<file path="src/rtl/shift_arbiter_if.sv">
`default_nettype none
// ============================================================================
// Module  : shift_arbiter_if
// Brief   : Request/response bundle between two requesters and the shared
//           shift unit. The arbiter takes the slave side.
// Revision: 1.0 - initial release
// ============================================================================
interface shift_arbiter_if;
    // requester 0
    logic        req0_valid;
    logic        req0_ready;
    logic [31:0] req0_in;
    logic [4:0]  req0_amount;
    logic        req0_right;
    logic        req0_arith;
    // requester 1
    logic        req1_valid;
    logic        req1_ready;
    logic [31:0] req1_in;
    logic [4:0]  req1_amount;
    logic        req1_right;
    logic        req1_arith;
    // responses
    logic        resp0_valid;
    logic        resp1_valid;
    logic        resp0_ready;
    logic        resp1_ready;
    logic [31:0] resp_data;
    logic        resp_err;

    modport slave (
        input  req0_valid, req0_in, req0_amount, req0_right, req0_arith,
        input  req1_valid, req1_in, req1_amount, req1_right, req1_arith,
        input  resp0_ready, resp1_ready,
        output req0_ready, req1_ready,
        output resp0_valid, resp1_valid, resp_data, resp_err
    );

    modport master (
        output req0_valid, req0_in, req0_amount, req0_right, req0_arith,
        output req1_valid, req1_in, req1_amount, req1_right, req1_arith,
        output resp0_ready, resp1_ready,
        input  req0_ready, req1_ready,
        input  resp0_valid, resp1_valid, resp_data, resp_err
    );
endinterface
`default_nettype wire

</file>
<file path="src/rtl/shift_arbiter.sv">
`default_nettype none
// ============================================================================
// Module  : shift_arbiter
// Brief   : Two requesters share one 32-bit barrel shifter. A grant is made
//           combinationally (round-robin or fixed priority), the result is
//           registered with its owner and held until that owner consumes it.
// Revision: 1.0 - initial release
// ============================================================================
module shift_arbiter #(
    parameter int ROUND_ROBIN = 1
) (
    input  logic           clk,
    input  logic           reset_n,
    shift_arbiter_if.slave bus
);

    typedef enum logic [0:0] {
        ST_IDLE = 1'b0,
        ST_HOLD = 1'b1
    } state_t;

    state_t      r_state;
    state_t      w_state_next;
    logic        r_owner;      // requester whose result is held
    logic        r_last;       // requester granted most recently
    logic [31:0] r_data;
    logic        r_err;

    logic        w_consume;
    logic        w_can_accept;
    logic        w_grant;
    logic        w_accept;
    logic [31:0] w_op_in;
    logic [4:0]  w_op_amount;
    logic        w_op_right;
    logic        w_op_arith;
    logic [31:0] w_shift;
    logic        w_illegal;

    // The held result leaves this cycle when its owner is ready.
    always_comb begin
        w_consume    = (r_state == ST_HOLD) &&
                       (r_owner ? bus.resp1_ready : bus.resp0_ready);
        w_can_accept = (r_state == ST_IDLE) || w_consume;
    end

    // Grant selection; with both valid, round-robin favours the one not granted last.
    always_comb begin
        w_grant = 1'b0;
        if (bus.req0_valid && bus.req1_valid) begin
            w_grant = (ROUND_ROBIN != 0) ? ~r_last : 1'b0;
        end else if (bus.req1_valid) begin
            w_grant = 1'b1;
        end
        w_accept       = w_can_accept && (bus.req0_valid || bus.req1_valid);
        bus.req0_ready = w_accept && !w_grant;
        bus.req1_ready = w_accept &&  w_grant;
    end

    // Operand mux feeding the single shared shifter.
    always_comb begin
        w_op_in     = w_grant ? bus.req1_in     : bus.req0_in;
        w_op_amount = w_grant ? bus.req1_amount : bus.req0_amount;
        w_op_right  = w_grant ? bus.req1_right  : bus.req0_right;
        w_op_arith  = w_grant ? bus.req1_arith  : bus.req0_arith;
    end

    // Shared shifter; arith without right is illegal and falls back to a left shift.
    always_comb begin
        w_illegal = w_op_arith && !w_op_right;
        if (!w_op_right) begin
            w_shift = w_op_in << w_op_amount;
        end else if (w_op_arith) begin
            w_shift = $unsigned($signed(w_op_in) >>> w_op_amount);
        end else begin
            w_shift = w_op_in >> w_op_amount;
        end
    end

    // FSM state register.
    always_ff @(posedge clk or negedge reset_n) begin
        if (!reset_n) begin
            r_state <= ST_IDLE;
        end else begin
            r_state <= w_state_next;
        end
    end

    // FSM next state and response valids; a new acceptance always lands in HOLD.
    always_comb begin
        w_state_next    = r_state;
        bus.resp0_valid = 1'b0;
        bus.resp1_valid = 1'b0;
        if (w_accept) begin
            w_state_next = ST_HOLD;
        end else if (w_consume) begin
            w_state_next = ST_IDLE;
        end
        if (r_state == ST_HOLD) begin
            bus.resp0_valid = !r_owner;
            bus.resp1_valid =  r_owner;
        end
    end

    // Result, error flag, owner and arbitration pointer captured on acceptance.
    always_ff @(posedge clk or negedge reset_n) begin
        if (!reset_n) begin
            r_data  <= 32'd0;
            r_err   <= 1'b0;
            r_owner <= 1'b0;
            r_last  <= 1'b1;
        end else if (w_accept) begin
            r_data  <= w_shift;
            r_err   <= w_illegal;
            r_owner <= w_grant;
            r_last  <= w_grant;
        end
    end

    // Registered result is shared by both requesters.
    always_comb begin
        bus.resp_data = r_data;
        bus.resp_err  = r_err;
    end

endmodule
`default_nettype wire

</file>
<file path="src/flat_wrapper.sv">
// flat-port wrapper written by rule: the top's interface ports become plain ports
module shift_arbiter_flat 
#(
    parameter int ROUND_ROBIN = 1
)
  (clk, reset_n, bus_req0_valid, bus_req0_in, bus_req0_amount, bus_req0_right, bus_req0_arith, bus_req1_valid, bus_req1_in, bus_req1_amount, bus_req1_right, bus_req1_arith, bus_resp0_ready, bus_resp1_ready, bus_req0_ready, bus_req1_ready, bus_resp0_valid, bus_resp1_valid, bus_resp_data, bus_resp_err);
  shift_arbiter_if bus_i ();
  input  logic clk;
  input  logic reset_n;
  input wire logic [$bits(bus_i.req0_valid)-1:0] bus_req0_valid;
  input wire logic [$bits(bus_i.req0_in)-1:0] bus_req0_in;
  input wire logic [$bits(bus_i.req0_amount)-1:0] bus_req0_amount;
  input wire logic [$bits(bus_i.req0_right)-1:0] bus_req0_right;
  input wire logic [$bits(bus_i.req0_arith)-1:0] bus_req0_arith;
  input wire logic [$bits(bus_i.req1_valid)-1:0] bus_req1_valid;
  input wire logic [$bits(bus_i.req1_in)-1:0] bus_req1_in;
  input wire logic [$bits(bus_i.req1_amount)-1:0] bus_req1_amount;
  input wire logic [$bits(bus_i.req1_right)-1:0] bus_req1_right;
  input wire logic [$bits(bus_i.req1_arith)-1:0] bus_req1_arith;
  input wire logic [$bits(bus_i.resp0_ready)-1:0] bus_resp0_ready;
  input wire logic [$bits(bus_i.resp1_ready)-1:0] bus_resp1_ready;
  output wire logic [$bits(bus_i.req0_ready)-1:0] bus_req0_ready;
  output wire logic [$bits(bus_i.req1_ready)-1:0] bus_req1_ready;
  output wire logic [$bits(bus_i.resp0_valid)-1:0] bus_resp0_valid;
  output wire logic [$bits(bus_i.resp1_valid)-1:0] bus_resp1_valid;
  output wire logic [$bits(bus_i.resp_data)-1:0] bus_resp_data;
  output wire logic [$bits(bus_i.resp_err)-1:0] bus_resp_err;
  assign bus_i.req0_valid = bus_req0_valid;
  assign bus_i.req0_in = bus_req0_in;
  assign bus_i.req0_amount = bus_req0_amount;
  assign bus_i.req0_right = bus_req0_right;
  assign bus_i.req0_arith = bus_req0_arith;
  assign bus_i.req1_valid = bus_req1_valid;
  assign bus_i.req1_in = bus_req1_in;
  assign bus_i.req1_amount = bus_req1_amount;
  assign bus_i.req1_right = bus_req1_right;
  assign bus_i.req1_arith = bus_req1_arith;
  assign bus_i.resp0_ready = bus_resp0_ready;
  assign bus_i.resp1_ready = bus_resp1_ready;
  assign bus_req0_ready = bus_i.req0_ready;
  assign bus_req1_ready = bus_i.req1_ready;
  assign bus_resp0_valid = bus_i.resp0_valid;
  assign bus_resp1_valid = bus_i.resp1_valid;
  assign bus_resp_data = bus_i.resp_data;
  assign bus_resp_err = bus_i.resp_err;
  shift_arbiter #(.ROUND_ROBIN(ROUND_ROBIN)) u_core (.clk(clk), .reset_n(reset_n), .bus(bus_i));
endmodule
</file>
<file path="config.mk">
export PLATFORM = sky130hd
export DESIGN_NAME = shift_arbiter_flat
export DESIGN_NICKNAME = d
export VERILOG_FILES = /design/src/rtl/shift_arbiter_if.sv /design/src/rtl/shift_arbiter.sv /design/src/flat_wrapper.sv
export SDC_FILE = /design/constraint.sdc
export NUM_CORES = 1
export LEC_CHECK = 0
export ABC_AREA = 1
export ABC_CLOCK_PERIOD_IN_PS = 2520
export BUFFER_PORTS_ARGS = -buffer_cell sky130_fd_sc_hd__buf_2
export CAP_MARGIN = 20
export CELL_PAD_IN_SITES_DETAIL_PLACEMENT = 0
export CELL_PAD_IN_SITES_GLOBAL_PLACEMENT = 1
export CORE_MARGIN = 4
export CORE_UTILIZATION = 25
export CTS_BUF_LIST = sky130_fd_sc_hd__clkbuf_8
export CTS_CLUSTER_SIZE = 12
export DETAILED_ROUTE_END_ITERATION = 7
export GPL_ROUTABILITY_DRIVEN = 1
export PLACE_DENSITY_LB_ADDON = 0.08
export SETUP_SLACK_MARGIN = 0.5
export SYNTH_ARGS = -nofsm -noshare
export SYNTH_HDL_FRONTEND = slang
export SYNTH_SLANG_ARGS = --single-unit
</file>
<file path="constraint.sdc">
create_clock -name clk -period 2.52 [get_ports clk]
set_input_delay 0.126 -clock clk [delete_from_list [all_inputs] [get_ports clk]]
set_output_delay 0.126 -clock clk [all_outputs]
set_load 0.01 [all_outputs]
</file>
==> results of run 1 <==
-- final cells by class --
cell class              instances  area share [%]
clock buffers                   5          0.6838
repair buffers                233           21.68
inverters                      76           2.884
flip-flops and latches         36           8.964
well taps                     319           3.966
clock inverters                 3          0.1119
multi-input cells             986           61.71
-- cells in the mapped netlist, drive strengths merged --
cell type	n
nand2	469
nand3	310
nor2	90
inv	76
buf	60
a21oi	39
o21ai	37
dfrtp	35
clkbuf	16
o211ai	11
nand3b	9
nand4	9
or2	4
nor3	2
o22ai	2
a31oi	1
and2	1
dfstp	1
o21bai	1
o31ai	1
-- per-layer routing --
| metal | routed length [um] | share of wire (%) | GRT usage (%) |
|---|---|---|---|
| met1 | 15730 | 45 | 34.06 |
| met2 | 16380 | 47 | 41.26 |
| met3 | 1781 | 5.1 | 3.363 |
| met4 | 909 | 2.6 | 6.024 |
| met5 | 0 | 0 | 0 |
-- power groups by stage --
stage                     Clock (mW)  Sequential (mW)  Combinational, mW
final                          0.423             1.04               6.81
after global routing           0.469             1.09               7.37
after CTS                      0.441             1.05               5.81
after detailed placement           0             1.05               4.86
after global placement             0             1.06               4.88
after floorplan                    0             1.16               2.89
-- state kept, by name, summed over array words and instances, names as in the netlist --
signal and flops:
u_core.r_state 1, u_core.bus.resp_err 1, u_core.bus.resp_data 32, u_core.r_owner 1
u_core.r_last 1
-- worst max-delay path by stage --
stage | from | to | slack, ps | cells after the start
after floorplan | u_core.r_last | u_core.bus.resp_data[15] | 540 | 13
after global placement | u_core.r_last | u_core.bus.resp_data[10] | -50 | 14
after detailed placement | u_core.r_last | u_core.bus.resp_data[24] | -40 | 17
after CTS | u_core.r_last | u_core.bus.resp_data[27] | 70 | 16
after global routing | u_core.r_last | u_core.bus.resp_data[27] | -40 | 14
final | u_core.r_last | u_core.bus.resp_data[10] | 40 | 13
-- what timing repair did --
item	CTS	global route
hold endpoints to repair	35	0
cloned	15	7
hold buffers	1	0
resized for setup	188	295
setup buffers	19	8
endpoints found under the setup margin	33	33
pin swaps	55	77
-- kinds of logic (layout without fill, tap and decap cells) --
group | count (synthesis) | count (layout) | share of synthesized area, %
compound gates | 92 | 92 | 8.945
buf+inv | 152 | 317 | 12.20
flops | 36 | 36 | 14.86
simple gates | 894 | 894 | 63.99
-- metrics by stage --
stage / cells / setup WS [ps]
after floorplan: 1174 / 538.1
after global placement: 1600 / -45.45
after detailed placement: 1600 / -41.03
after CTS: 1643 / 65.39
after global routing: 1658 / -39.38
final: 1658 / 39.41
-- critical path: stages (launching register included) --
cell and delay (ps):
dfstp_2 560, nand2_4 80, nand2_8 100, buf_12 130, nand2_2 60, o21ai_4 160, buf_12 190, buf_4 130
nand2_1 90, nand3_2 100, nand2_2 80, o211ai_1 330, nand3_1 200, a21oi_1 170
==> out/metrics.cfg, run 1 <==
[status]
status=finished, final reports clean

[layout]
stdcell_area_sq_um=10060
final_core_util_pct=42.49
diodes=0
drive_gt1_share_pct=47.42
regArea_sq_um=902.1
final_common_cell=nand2_1
fillerInstances=2659
fin_nets=1422
syn2layout_area_growth_pct=65.77
final_cell_mix=303 x nand2_1, 178 x nand3_1, 130 x nand2_2, 120 x buf_2, 111 x nand3_2
multiInputGateArea_sq_um=6210

[setup_path]
r2r_cells=13
arrival_ps=2710
cp-end-kind=flip-flop
crit_fanout=7
r2r_end=u_core.bus.resp_data[10]
reg2reg_from=u_core.r_last
critPathLaunchType=flip-flop
critPathKind=flip-flop to flip-flop
r2r_setup_slack_ps=40
crit_required_ps=2750

[grt]
grt_pass1_vias=8583
antenna_found_initial=0
grt_max_degree=53
overflow=0
grt_util_all_layers_pct=24.82
grt_pass1_wl_um=50850

[synth]
syn_area_per_cell_sq_um=5.171
yosys_warnings=0
synthCells=1174
yosys.area.top_type=nand2_1
ys_seq_area_share_pct=14.86
synth_top_cell_area_share_pct=28.38
ys_ff_latch=36
synthesis.area_sq_um=6071
synthTopCellsByArea=nand2_1 28%, nand3_1 25%, dfrtp_1 14%
syn_nets=1258
synth.distinct_cells=36

[route]
remaining_drc_errors=0
vias=8718
wl_per_cell_um=20.99
drtPass1Iterations=5
ant_nets=0
drt-total-wl_um=34800
drt_iter0_drc=811
routed_via_density=5.258

[place]
gp_routability_congestion=0.9441
port_buffers=120
place_area_sq_um=7266
dp.final_hpwl_um=24780

[timing]
clock_skew_ps=15.19
holdWs_ps=161.8
fin_crit_sh_pct=98.44
period_minus_slack_ps=2481
max_slew_margin_pct=40.34
max_freq_ghz=0.4031
tns_ps=0
worstMarginPinSlew_ps=894.9
setup_viol=0
rsz0062_at_grt=yes
maxSlewViolCount=0
hold_violations=0

[clock_network]
cts_buffers=5
htreeDepth=2
clkLatencyLatePin_ps=320
clkTransAtPathRegs_ps=90
cts-root-buf=clkbuf_8
clock_sinks=36
cts.path.max_buffers=2
cts_tree=yes

[floorplanning]
die_h_um=163.8
initial_core_util_pct=25.63
rows=56
core-area_sq_um=23680
die_w_um=163.8
top_level_ports=121
fp.dieArea_sq_um=26840

[pwr]
p_switching_mw=4.641
leakage_nw=4.953
vdd_ir_drop_max_mv=0.4769
finalPower_mw=8.270
power.share.clock_pct=5.1
power_density_nw_per_um2=821.8
p_seq_share_pct=12.6
p_int_mw=3.629
comb_power_share_pct=82.3
p_sw_share_pct=56.12

[worst_hold_path]
hp-start=bus_resp0_ready
hold_class=primary input to flip-flop
hold_path_end=u_core.r_state
hold-path-cell-count=6

[job]
maxCapViolCount=0

Note: power is estimated with default switching activity, not from simulation.
==> inputs of run 2 (changes only) <==
--- a/config.mk
+++ b/config.mk
@@ -7,7 +7,7 @@
 export LEC_CHECK = 0
 export ABC_AREA = 1
 export ABC_CLOCK_PERIOD_IN_PS = 2520
-export BUFFER_PORTS_ARGS = -buffer_cell sky130_fd_sc_hd__buf_2
+export BUFFER_PORTS_ARGS = -buffer_cell sky130_fd_sc_hd__buf_4
 export CAP_MARGIN = 20
 export CELL_PAD_IN_SITES_DETAIL_PLACEMENT = 0
 export CELL_PAD_IN_SITES_GLOBAL_PLACEMENT = 1
==> out/metrics.cfg, run 2 (same netlist as run 1, synthesis figures left out) <==
[floorplanning]
die_h_um=163.8
die_w_um=163.8
top_level_ports=121
rows=56
fp.dieArea_sq_um=26840
initial_core_util_pct=25.63
core-area_sq_um=23680

[pwr]
power_density_nw_per_um2=833.5
finalPower_mw=8.123
leakage_nw=4.914
vdd_ir_drop_max_mv=0.4220

[setup_path]
crit_required_ps=2710
path_cells=nand2_4 > nand2_8 > buf_12 > buf_8 > buf_6 > o21ai_4 > buf_6 > buf_8 > buf_6 > clkbuf_16 > o21ai_1 > inv_1 > a21oi_1 > a21oi_1
critical_path.slowest_cell=dfstp_2
crit_fanout=6
cp-end-kind=flip-flop
arrival_ps=2610
critPathMostFrequentCell=buf_6
critPathLaunchType=flip-flop
critPathKind=flip-flop to flip-flop
slowest_delay_ps=560

[layout]
final_cell_mix=387 x nand2_1, 224 x nand3_1, 182 x buf_4, 71 x nand2_2, 69 x nand3_2
largest_register_ffs=32
fillerInstances=2675
fin_nets=1436
drive_gt1_share_pct=36.51
final_common_cell=nand2_1
multiInputGateArea_sq_um=5449
syn2layout_area_growth_pct=60.53
regArea_sq_um=902.1
diodes=0

[route]
wl_per_cell_um=20.54
remaining_drc_errors=0
vias=8718
ant_nets=0
drtPass1Iterations=5
drt_iter0_drc=820
drt-total-wl_um=34350
routed_via_density=5.214

[clock_network]
clock_sinks=36
cts.path.max_buffers=2
cts-root-buf=clkbuf_8
clkLatencyLatePin_ps=320
cts_tree=yes
htreeDepth=2
cts_buffers=5
clkTransAtPathRegs_ps=80

[place]
dp.final_hpwl_um=24950
gp_routability_congestion=0.9470
post-place-ws_ps=-31.80
port_buffers=120

[timing]
setup_viol=0
rsz0062_at_grt=yes
period_minus_slack_ps=2420
max_slew_margin_pct=53.19
hold_violations=0
clock_skew_ps=11.13
worstMarginPinSlew_ps=701.3
fin_crit_sh_pct=96.02
max_freq_ghz=0.4133
setup_slack_ps=100.4
maxSlewViolCount=0

[grt]
grt_pass1_vias=8438
grt_pass1_wl_um=50660
grt_util_all_layers_pct=24.70
grt_max_degree=47
antenna_found_initial=0
overflow=0

[job]
maxCapViolCount=0

[worst_hold_path]
hold_class=primary input to flip-flop

[status]
status=finished, final reports clean

## run 2: power by group
| group | internal (mW) | switching, mW | total, mW | leakage [nW] |
|---|---|---|---|---|
| clock | 0.290 | 0.251 | 0.541 | 0.0593 |
| sequential | 0.878 | 0.181 | 1.06 | 0.429 |
| combinational | 2.61 | 3.92 | 6.52 | 4.43 |
| total | 3.77 | 4.35 | 8.12 | 4.91 |
## run 2: path summary, 6_finish.rpt
| check | startpoint | to | slack (ps) | depth (start not counted) |
|---|---|---|---|---|
| worst max-delay path | u_core.r_last | u_core.bus.resp_data[5] | 100 | 14 |
| worst min-delay path | bus_resp1_ready | u_core.r_state | 160 | 6 |
| worst max register to register | u_core.r_last | u_core.bus.resp_data[5] | 100 | 14 |
| worst min register to register | u_core.r_last | u_core.r_last | 490 | 2 |
| max in group asynchronous | reset_n | u_core.r_last | 1820 | 2 |
| min in group asynchronous | reset_n | u_core.bus.resp_data[16] | 310 | 2 |
## run 2: final cells by class
cell class                 count  area share (%)
multi-input combinational    986           55.91
clock buffer                   5          0.7061
inverter                      76           3.068
sequential                    36           9.257
clock inverter                 3          0.3980
tap                          319           4.096
timing repair buffer         247           26.56
## run 2: timing repair
item,in CTS,in global routing
endpoints found under the setup margin,32,32
cloned,11,8
resized for setup,170,133
hold endpoints to repair,35,0
hold buffers,1,0
buffers inserted,29,11
pin swaps,34,47
## run 2: critical path: cells and delay by family (launching register included)
family	cells	cell delay, ps
AO/OA/AOI/OAI	4	570
buffers and inverters	8	970
flip-flops	1	560
AND/OR/NAND/NOR	2	190
## run 2: through the flow
stage                     area, sq um  instances  hold WS [ps]  util (%)  setup TNS (ps)
final                            9746       1672         156.4     41.15               0
after global routing             9746       1672         226.2     41.15          -1.149
after CTS                        8911       1653         145.6     37.63               0
after detailed placement         7584       1604         138.8     32.02          -48.98
after global placement           7584       1604         134.5     32.02          -32.57
after floorplan                  6071       1174        -169.6         -               0
## run 2: routing by layer
layer	vias to the layer above	routed length, um	GRT usage, %
met5	-	0	0
met4	0	895	5.566
met3	51	1769	2.610
met2	284	16250	41.24
met1	4158	15430	34.39
li1	4225	-	-
